$ cat src/rtl/alu_pkg.sv
// Shared definitions for the add/subtract datapath: operation encodings and
// bit positions of the NZCV flag vector.
package alu_pkg;

  localparam logic [1:0] OP_ADD = 2'b00;
  localparam logic [1:0] OP_SUB = 2'b01;
  localparam logic [1:0] OP_NEG = 2'b10;
  localparam logic [1:0] OP_INV = 2'b11;

  localparam int FLAG_V    = 0;
  localparam int FLAG_C    = 1;
  localparam int FLAG_Z    = 2;
  localparam int FLAG_N    = 3;
  localparam int NUM_FLAGS = 4;

endpackage

$ cat src/rtl/cond_invert.sv
// Conditional bitwise inverter: passes the operand through, or inverts every
// bit when ctrl is set.
module cond_invert #(
  parameter int WIDTH = 32
) (
  input  logic             ctrl,
  input  logic [WIDTH-1:0] in,
  output logic [WIDTH-1:0] out
);

  assign out = in ^ {WIDTH{ctrl}};

endmodule

$ cat src/rtl/addsub_pipe.sv
// Pipelined add/subtract/negate/invert unit with NZCV flags and valid/ready
// handshakes on both sides. STAGES=1 registers the result only; STAGES=2 adds an operand register.
module addsub_pipe
  import alu_pkg::*;
#(
  parameter int WIDTH  = 32,
  parameter int STAGES = 2
) (
  input  logic             clk,
  input  logic             rst,
  input  logic             in_valid,
  output logic             in_ready,
  input  logic [1:0]       op,
  input  logic [WIDTH-1:0] a,
  input  logic [WIDTH-1:0] b,
  output logic             out_valid,
  input  logic             out_ready,
  output logic [WIDTH-1:0] result,
  output logic             flag_n,
  output logic             flag_z,
  output logic             flag_c,
  output logic             flag_v
);

  logic             inv;
  logic             cin;
  logic             byp;
  logic [WIDTH-1:0] a_cond;
  logic [WIDTH-1:0] b_cond;

  assign inv    = (op != OP_ADD);
  assign cin    = (op == OP_SUB) || (op == OP_NEG);
  assign byp    = (op == OP_INV);
  assign a_cond = op[1] ? '0 : a;

  cond_invert #(.WIDTH(WIDTH)) u_b_inv (
    .ctrl (inv),
    .in   (b),
    .out  (b_cond)
  );

  // The output stage can take new data when empty or when its content drains now.
  logic out_load;
  assign out_load = !out_valid || out_ready;

  logic             feed_valid;
  logic [WIDTH-1:0] feed_a;
  logic [WIDTH-1:0] feed_b;
  logic             feed_cin;
  logic             feed_byp;

  generate
    if (STAGES == 1) begin : g_one_stage
      assign in_ready   = out_load;
      assign feed_valid = in_valid;
      assign feed_a     = a_cond;
      assign feed_b     = b_cond;
      assign feed_cin   = cin;
      assign feed_byp   = byp;
    end else begin : g_two_stage
      logic             s1_valid;
      logic [WIDTH-1:0] s1_a;
      logic [WIDTH-1:0] s1_b;
      logic             s1_cin;
      logic             s1_byp;

      assign in_ready = !s1_valid || out_load;

      always_ff @(posedge clk) begin
        if (rst) begin
          s1_valid <= 1'b0;
          s1_a     <= '0;
          s1_b     <= '0;
          s1_cin   <= 1'b0;
          s1_byp   <= 1'b0;
        end else if (in_ready) begin
          s1_valid <= in_valid;
          if (in_valid) begin
            s1_a   <= a_cond;
            s1_b   <= b_cond;
            s1_cin <= cin;
            s1_byp <= byp;
          end
        end
      end

      assign feed_valid = s1_valid;
      assign feed_a     = s1_a;
      assign feed_b     = s1_b;
      assign feed_cin   = s1_cin;
      assign feed_byp   = s1_byp;
    end
  endgenerate

  logic [WIDTH:0]         sum;
  logic [WIDTH-1:0]       calc_res;
  logic [NUM_FLAGS-1:0]   calc_flags;

  assign sum = {1'b0, feed_a} + {1'b0, feed_b} + {{WIDTH{1'b0}}, feed_cin};

  always_comb begin
    calc_res           = feed_byp ? feed_b : sum[WIDTH-1:0];
    calc_flags         = '0;
    calc_flags[FLAG_N] = calc_res[WIDTH-1];
    calc_flags[FLAG_Z] = (calc_res == '0);
    calc_flags[FLAG_C] = !feed_byp && sum[WIDTH];
    calc_flags[FLAG_V] = !feed_byp && (feed_a[WIDTH-1] == feed_b[WIDTH-1])
                         && (calc_res[WIDTH-1] != feed_a[WIDTH-1]);
  end

  logic [NUM_FLAGS-1:0] flags;

  always_ff @(posedge clk) begin
    if (rst) begin
      out_valid <= 1'b0;
      result    <= '0;
      flags     <= '0;
    end else if (out_load) begin
      out_valid <= feed_valid;
      if (feed_valid) begin
        result <= calc_res;
        flags  <= calc_flags;
      end
    end
  end

  assign flag_n = flags[FLAG_N];
  assign flag_z = flags[FLAG_Z];
  assign flag_c = flags[FLAG_C];
  assign flag_v = flags[FLAG_V];

endmodule
$ cat config.mk
export PLATFORM = sky130hd
export DESIGN_NAME = addsub_pipe
export DESIGN_NICKNAME = d
export VERILOG_FILES = /design/src/rtl/alu_pkg.sv /design/src/rtl/cond_invert.sv /design/src/rtl/addsub_pipe.sv
export SDC_FILE = /design/constraint.sdc
export NUM_CORES = 1
export LEC_CHECK = 0
export ABC_CLOCK_PERIOD_IN_PS = 3500
export CAP_MARGIN = 10
export CORE_AREA = 2 2 122 124
export DETAILED_ROUTE_END_ITERATION = 6
export DIE_AREA = 0 0 124 126
export GPL_ROUTABILITY_DRIVEN = 0
export PLACE_DENSITY = 0.71
export SYNTH_ARGS = -nofsm -noshare
export SYNTH_HDL_FRONTEND = slang
export SYNTH_SLANG_ARGS = --single-unit
$ cat constraint.sdc
create_clock -name clk -period 3.5 [get_ports clk]
set_input_delay 0.525 -clock clk [delete_from_list [all_inputs] [get_ports clk]]
set_output_delay 0.525 -clock clk [all_outputs]
set_load 0.02 [all_outputs]
==> results of run 1 <==
-- repair_timing --
action,CTS,global route
buffers inserted,0,2
endpoints found under the setup margin,0,1
gates resized for setup,0,8
-- how the worst max path moves through the flow --
stage          startpoint       end  slack, ns  cells after the start
2_1_floorplan   feed_b[0]  flags[2]       0.35                     14
6_report        feed_a[0]  flags[2]       0.13                     14
3_3_place_gp    feed_b[0]  flags[2]       0.20                     14
5_1_grt         feed_a[0]  flags[2]       0.02                     14
4_1_cts         feed_b[0]  flags[2]       0.11                     14
3_5_place_dp    feed_b[0]  flags[2]       0.13                     14
-- final cells by class --
cell class | count | area (µm²) | area share, %
clock buffer | 11 | 242.7 | 3.101
clock inverter | 2 | 10.01 | 0.1279
inverter | 15 | 56.30 | 0.7192
multi-input combinational | 658 | 4023 | 51.38
sequential | 103 | 2063 | 26.35
tap | 184 | 230.2 | 2.941
timing repair buffer | 122 | 1204 | 15.37
-- worst max-delay path, stage by stage, from the launching register on --
cell and delay, ns:
dfxtp_1 0.31, inv_1 0.08, fa_2 0.21, inv_1 0.05
fa_2 0.34, a21o_1 0.20, a221o_2 0.43, a21oi_4 0.20
o211ai_2 0.12, or3_1 0.34, a32oi_1 0.24, nor4b_2 0.22
nand4_1 0.14, nor4_1 0.28, a21o_1 0.15
-- power groups by stage --
stage | logic [mW] | registers [mW] | clock network, mW
4_1_cts | 0.669 | 1.30 | 0.928
6_report | 0.673 | 1.30 | 0.906
3_5_place_dp | 0.665 | 1.33 | 0
5_1_grt | 0.744 | 1.31 | 0.965
3_3_place_gp | 0.658 | 1.33 | 0
2_1_floorplan | 0.406 | 1.33 | 0
-- per-stage QoR --
stage / instance area (µm²) / utilization [%] / power [mW] / hold WS (ns)
global placement: 7538 / 52.67 / 1.986 / 0.4485
floorplan: 6351 / - / 1.741 / 0.4363
CTS: 7791 / 54.43 / 2.898 / 0.4662
global route: 7829 / 54.69 / 3.019 / 0.4935
finish: 7829 / 54.69 / 2.883 / 0.4619
detailed placement: 7538 / 52.67 / 1.992 / 0.4573
-- flip-flops by register name, summed over array words and instances (netlist names) --
| name | flops |
|---|---|
| feed_cin | 1 |
| feed_byp | 1 |
| result | 32 |
| flags | 3 |
| feed_valid | 1 |
| feed_a | 32 |
| out_valid | 1 |
| feed_b | 32 |
-- logic make-up after synthesis --
family | count (synthesis) | synth area share, %
adders and majority gates | 35 | 7.132
DFF | 103 | 32.47
and+or+nand+nor | 320 | 23.92
AOI/OAI and AO/OA | 240 | 22.62
xor gates and xnor gates | 50 | 6.895
muxes | 13 | 2.147
buffers and inverters | 76 | 4.826
-- Yosys cell counts (all sizes together) (3+ instances only) --
master	count
a211oi	18
nand4	11
xnor2	13
buf	16
nor4b	3
nand2b	3
nor2	152
nand3	13
nor2b	10
o21ai	37
ha	33
a21oi	128
o2111ai	3
xor2	37
o211ai	8
clkbuf	45
mux2i	11
dfxtp	103
nand2	60
nor3	13
and3	5
nor4	4
o21bai	3
a31oi	9
inv	15
nor3b	35
a21o	11
-- metal layers --
| metal | track usage [%] | wire length [µm] | vias up |
|---|---|---|---|
| met5 | 0 | 0 | - |
| met4 | 6.015 | 244 | 0 |
| met1 | 30.26 | 7732 | 2840 |
| li1 | - | - | 3091 |
| met2 | 37.17 | 8330 | 210 |
| met3 | 4.937 | 1117 | 22 |
-- cells in the final DEF (no fill, tap or decap), types with 3 or more instances in the layout --
master,n
a31oi_1,9
nor3b_1,35
o2111ai_1,3
nor3_1,13
o211ai_1,7
nor4_1,3
xor2_1,37
and3_1,5
nand2_1,59
a211oi_1,17
xnor2_1,13
a21o_1,11
dfxtp_1,102
nor2_1,152
nand3_1,13
o21bai_1,3
buf_4,13
ha_1,32
nor2b_1,9
nand4_1,11
o21ai_0,36
inv_1,13
nand2b_1,3
clkbuf_16,9
mux2i_1,11
a21oi_1,127
clkdlybuf4s50_1,106
==> results.md, run 1 <==
- Status: completed
- DR iter-0 viols: 370
- Hold Crit Class: reg2reg
- Fin crit period: 3.368 ns
- Vias per cell: 5.628
- ANT nets after route: 0
- Dpl cells: 1080
- WL/cell: 15.91 µm
- Worst-path fanout max: 4
- Setup Crit Path Kind: reg2reg
- CTS Buf Count: 9
- CTS sink cnt: 103
- Clk Latency, worst-skew pair: 0.35 ns
- Die footprint: 15620 µm²
- Hold path cells: 2
- Core Region: 14310 µm²
- Tcrit/Tclk final: 96.24%
- Maximum vdd drop: 0.0002282 V
- Tightest Pin Transition: 0.9624 ns
- Fillers: 1402
- Share of the synthesized area in the top cell type: 32.47%
- TritonCTS clock tree: built
- Die Wd: 124 µm
- Cts hold-fix bufs: 0
- Area delta synth->final: 23.27%
- Synth Area per Inst: 7.588 µm²
- Row count: 44
- Switch share: 29.32%
- Grt ovf: 0
- Seq/Total Area, Yosys: 32.47%
- Hpwl dp: 12520 µm
- Initial core utilization: 44.37%
- Req. time, crit path: 3.80 ns
- Setup TNS: 0 ns
- Clock power frac: 31.4%
- Layout Cells excl Fill: 1095
- Critical Path AT: 3.67 ns
- Ys async rst share: 0%
- Largest net degree at the start of global routing: 131
- Die Y-Extent: 126 µm
- CTS max path bufs: 2
- Post-synth EDFFs: 0
- DRT Pass-1 Iters: 5
- Hold Crit Start: feed_cin
- Reg clk slew, reported paths: 0.07 ns
- Cell Pwr Density: 368.2 nW/µm²
- Critical R2R Launch: feed_a[0]
- Reg2reg path depth: 14
- GRT Total Usage: 22.73%
- Worst R2R Setup Slack: 0.13 ns
- Setup-failing EPs final: 0
- Vias: 6163
- Reg power frac: 45.2%
- Final Worst Setup Slack: 0.1316 ns
- Hold Violations, Final: 0
- R2R Path End: flags[2]
- CP Launch Type: register
- Final Skew: 0.008100 ns
- Sw power: 845.3 µW
- Post-Syn Instances: 837
- Max Clk Rate: 296.9 MHz
- Post-Syn Area: 6351 µm²
- Fin nets: 1014
- Synthesis Warnings: 0
- Worst Hold End: feed_cin
- IO Pins: 108
- Pint: 2.037 mW
- CP endpoint kind: register
- Main area contributors after synthesis: dfxtp_1, a21oi_1, nor2_1
- Leak Pwr: 3.100 nW
- Max_cap viols: 0
- Slew HR: 35.84%
- Port buffer count: 107
- Combinational Power Share: 23.4%
- Root buffer cell: clkbuf_16
- # diodes: 0
- Syn Nets: 942
- #FFs+latches synth: 103
- Htree depth: 3
- DR DRC count: 0
- Largest area contributor in the netlist: dfxtp_1
- Final slew viol count: 0
- Initial antenna violation count: 0
- DRT Wirelength: 17420 µm
- Place WS: 0.1298 ns
- Global-route wire length before repair: 28150 µm
- Top_reg_cell synth: dfxtp_1
- RSZ-0062 raised after global routing: false
- Number of global-route vias before repair: 5687
- Share of cells above drive strength 1: 5.488%
- Distinct cells, synth: 64
Power figures use the tool's default switching activity.
==> inputs of run 2 (changes only) <==
--- a/config.mk
+++ b/config.mk
@@ -7,11 +7,13 @@
 export LEC_CHECK = 0
 export ABC_CLOCK_PERIOD_IN_PS = 3500
 export CAP_MARGIN = 10
-export CORE_AREA = 2 2 122 124
+export CELL_PAD_IN_SITES_DETAIL_PLACEMENT = 0
+export CELL_PAD_IN_SITES_GLOBAL_PLACEMENT = 1
+export CORE_AREA = 2 2 131 133
 export DETAILED_ROUTE_END_ITERATION = 6
-export DIE_AREA = 0 0 124 126
+export DIE_AREA = 0 0 133 135
 export GPL_ROUTABILITY_DRIVEN = 0
-export PLACE_DENSITY = 0.71
+export PLACE_DENSITY = 0.81
 export SYNTH_ARGS = -nofsm -noshare
 export SYNTH_HDL_FRONTEND = slang
 export SYNTH_SLANG_ARGS = --single-unit
==> run 2 against run 1 <==
Compared with the run above: worst hold slack gained 0.013 ns; clock skew is 0.0019 ns higher; flip-flop and latch count stayed put; worst setup slack worse by 0.064 ns; die area increased by 15%; total power is 4.4% higher; non-clock buffer count up 11; combinational power grew 4.8%; wire length up 7.7%; sequential share of layout area fell by 0.69 points; largest cell class unchanged.
==> results.md, run 2 (same netlist as run 1, synthesis figures left out) <==
- DR DRC count: 0
- CTS max path bufs: 2
- Max Clk Rate: 291.4 MHz
- Largest net degree at the start of global routing: 73
- Grt ovf: 0
- CTS Buf Count: 9
- Setup Crit Path Kind: reg2reg
- Most frequent cells in the layout: nor2_1, a21oi_1, clkdlybuf4s50_1
- DRT Wirelength: 18760 µm
- ANT nets after route: 0
- Req. time, crit path: 3.81 ns
- CP Launch Type: register
- Worst-path fanout max: 4
- Port buffer count: 107
- Placed inst area: 7671 µm²
- Reg clk slew, reported paths: 0.07 ns
- Row count: 47
- Fin crit period: 3.432 ns
- TritonCTS clock tree: built
- Setup-failing EPs final: 0
- Vias per cell: 5.378
- Clk Latency, worst-skew pair: 0.36 ns
- Leak Pwr: 3.191 nW
- Share of cells above drive strength 1: 8.000%
- Cell Pwr Density: 373.5 nW/µm²
- WL/cell: 16.39 µm
- Max_cap viols: 0
- Hold Violations, Final: 0
- Die footprint: 17960 µm²
- Core Region: 16410 µm²
- Vias: 6158
- RSZ-0062 raised after global routing: true
- Hold Crit Class: reg2reg
- Commonest non-fill, non-tap cell in the layout: nor2_1
- Die Y-Extent: 135 µm
- IO Pins: 108
- Tightest Pin Transition: 0.7354 ns
- Initial antenna violation count: 0
- Root buffer cell: clkbuf_16
- Number of global-route vias before repair: 5935
- Global-route wire length before repair: 30500 µm
- Slew HR: 50.97%
- Tcrit/Tclk final: 98.06%
- Fin nets: 1025
- Maximum vdd drop: 0.0002449 V
- Die Wd: 133 µm
- Initial core utilization: 38.71%
- Final slew viol count: 0
- DRT Pass-1 Iters: 5
- DR iter-0 viols: 303
- CP endpoint kind: register
- GRT Total Usage: 21.33%
- Design Area, Final: 8055 µm²
- Dpl cells: 1126
- Status: completed
- Setup TNS: 0 ns
- Final Skew: 0.009961 ns
- Layout Cells excl Fill: 1145
- Area delta synth->final: 26.83%
- Hpwl dp: 13880 µm
- Htree depth: 3
- Critical Path AT: 3.74 ns
- # diodes: 0
- CTS sink cnt: 103
## run 2: path summary, 6_finish.rpt
check / slack (ns) / endpoint / depth (start not counted) / startpoint
worst max register to register: 0.07 / flags[2] / 14 / feed_cin
worst max-delay path: 0.07 / flags[2] / 14 / feed_cin
worst min-delay path: 0.47 / flags[0] / 2 / flags[0]
worst min register to register: 0.47 / flags[0] / 2 / flags[0]
## run 2: metrics by stage
step                utilization, %  hold WS [ns]  power [mW]  setup slack [ns]
finish                       49.10        0.4748       3.008           0.06778
global route                 49.10        0.4831       3.161           -0.1264
CTS                          48.59        0.4709       3.020          0.002708
detailed placement           46.76        0.4598       2.015          0.009224
global placement             46.76        0.4498       2.011            0.1530
floorplan                        -        0.4363       1.741            0.3455
## run 2: repair_timing
item	4_1_cts	5_1_grt
gates resized for setup	1	18
endpoints found under the setup margin	1	1
hold buffers	0	0
cloned	0	0
buffers inserted	0	3
pin swaps	0	13
## run 2: metal layers
metal / track usage (%) / share of wire (%) / vias to the layer above
met5: 0 / 0 / -
met2: 34.74 / 46 / 152
met1: 28.49 / 47 / 2855
met3: 4.279 / 4.8 / 32
met4: 6.750 / 2.1 / 0
li1: - / - / 3119
## run 2: where the power goes
| part | internal (mW) | switching [mW] |
|---|---|---|
| combinational | 0.325 | 0.381 |
| clock | 0.541 | 0.460 |
| sequential | 1.24 | 0.0614 |
## run 2: area by class of cell
class | count | area, µm²
clock inverter | 4 | 28.78
tap | 220 | 275.3
inverter | 15 | 56.30
timing repair buffer | 133 | 1299
fill | 1650 | 8352
sequential | 103 | 2067
clock buffer | 12 | 266.5
multi-input combinational | 658 | 4063
## run 2: worst max-delay path, stage by stage, from the launching register on
cell	delay [ns]
dfxtp_2	0.33
inv_2	0.05
fa_2	0.21
inv_2	0.04
fa_2	0.35
a21o_1	0.18
a221o_2	0.44
a21oi_4	0.20
o211ai_2	0.12
or3_1	0.40
a32oi_2	0.24
nor4b_4	0.22
nand4_1	0.17
nor4_2	0.29
a21o_1	0.14
==> inputs of run 3 (changes only) <==
--- a/config.mk
+++ b/config.mk
@@ -14,6 +14,7 @@
 export DIE_AREA = 0 0 133 135
 export GPL_ROUTABILITY_DRIVEN = 0
 export PLACE_DENSITY = 0.81
+export SLEW_MARGIN = 20
 export SYNTH_ARGS = -nofsm -noshare
 export SYNTH_HDL_FRONTEND = slang
 export SYNTH_SLANG_ARGS = --single-unit
==> results of run 3 <==
The final DEF is identical to that of run 2; final timing and power are the same.
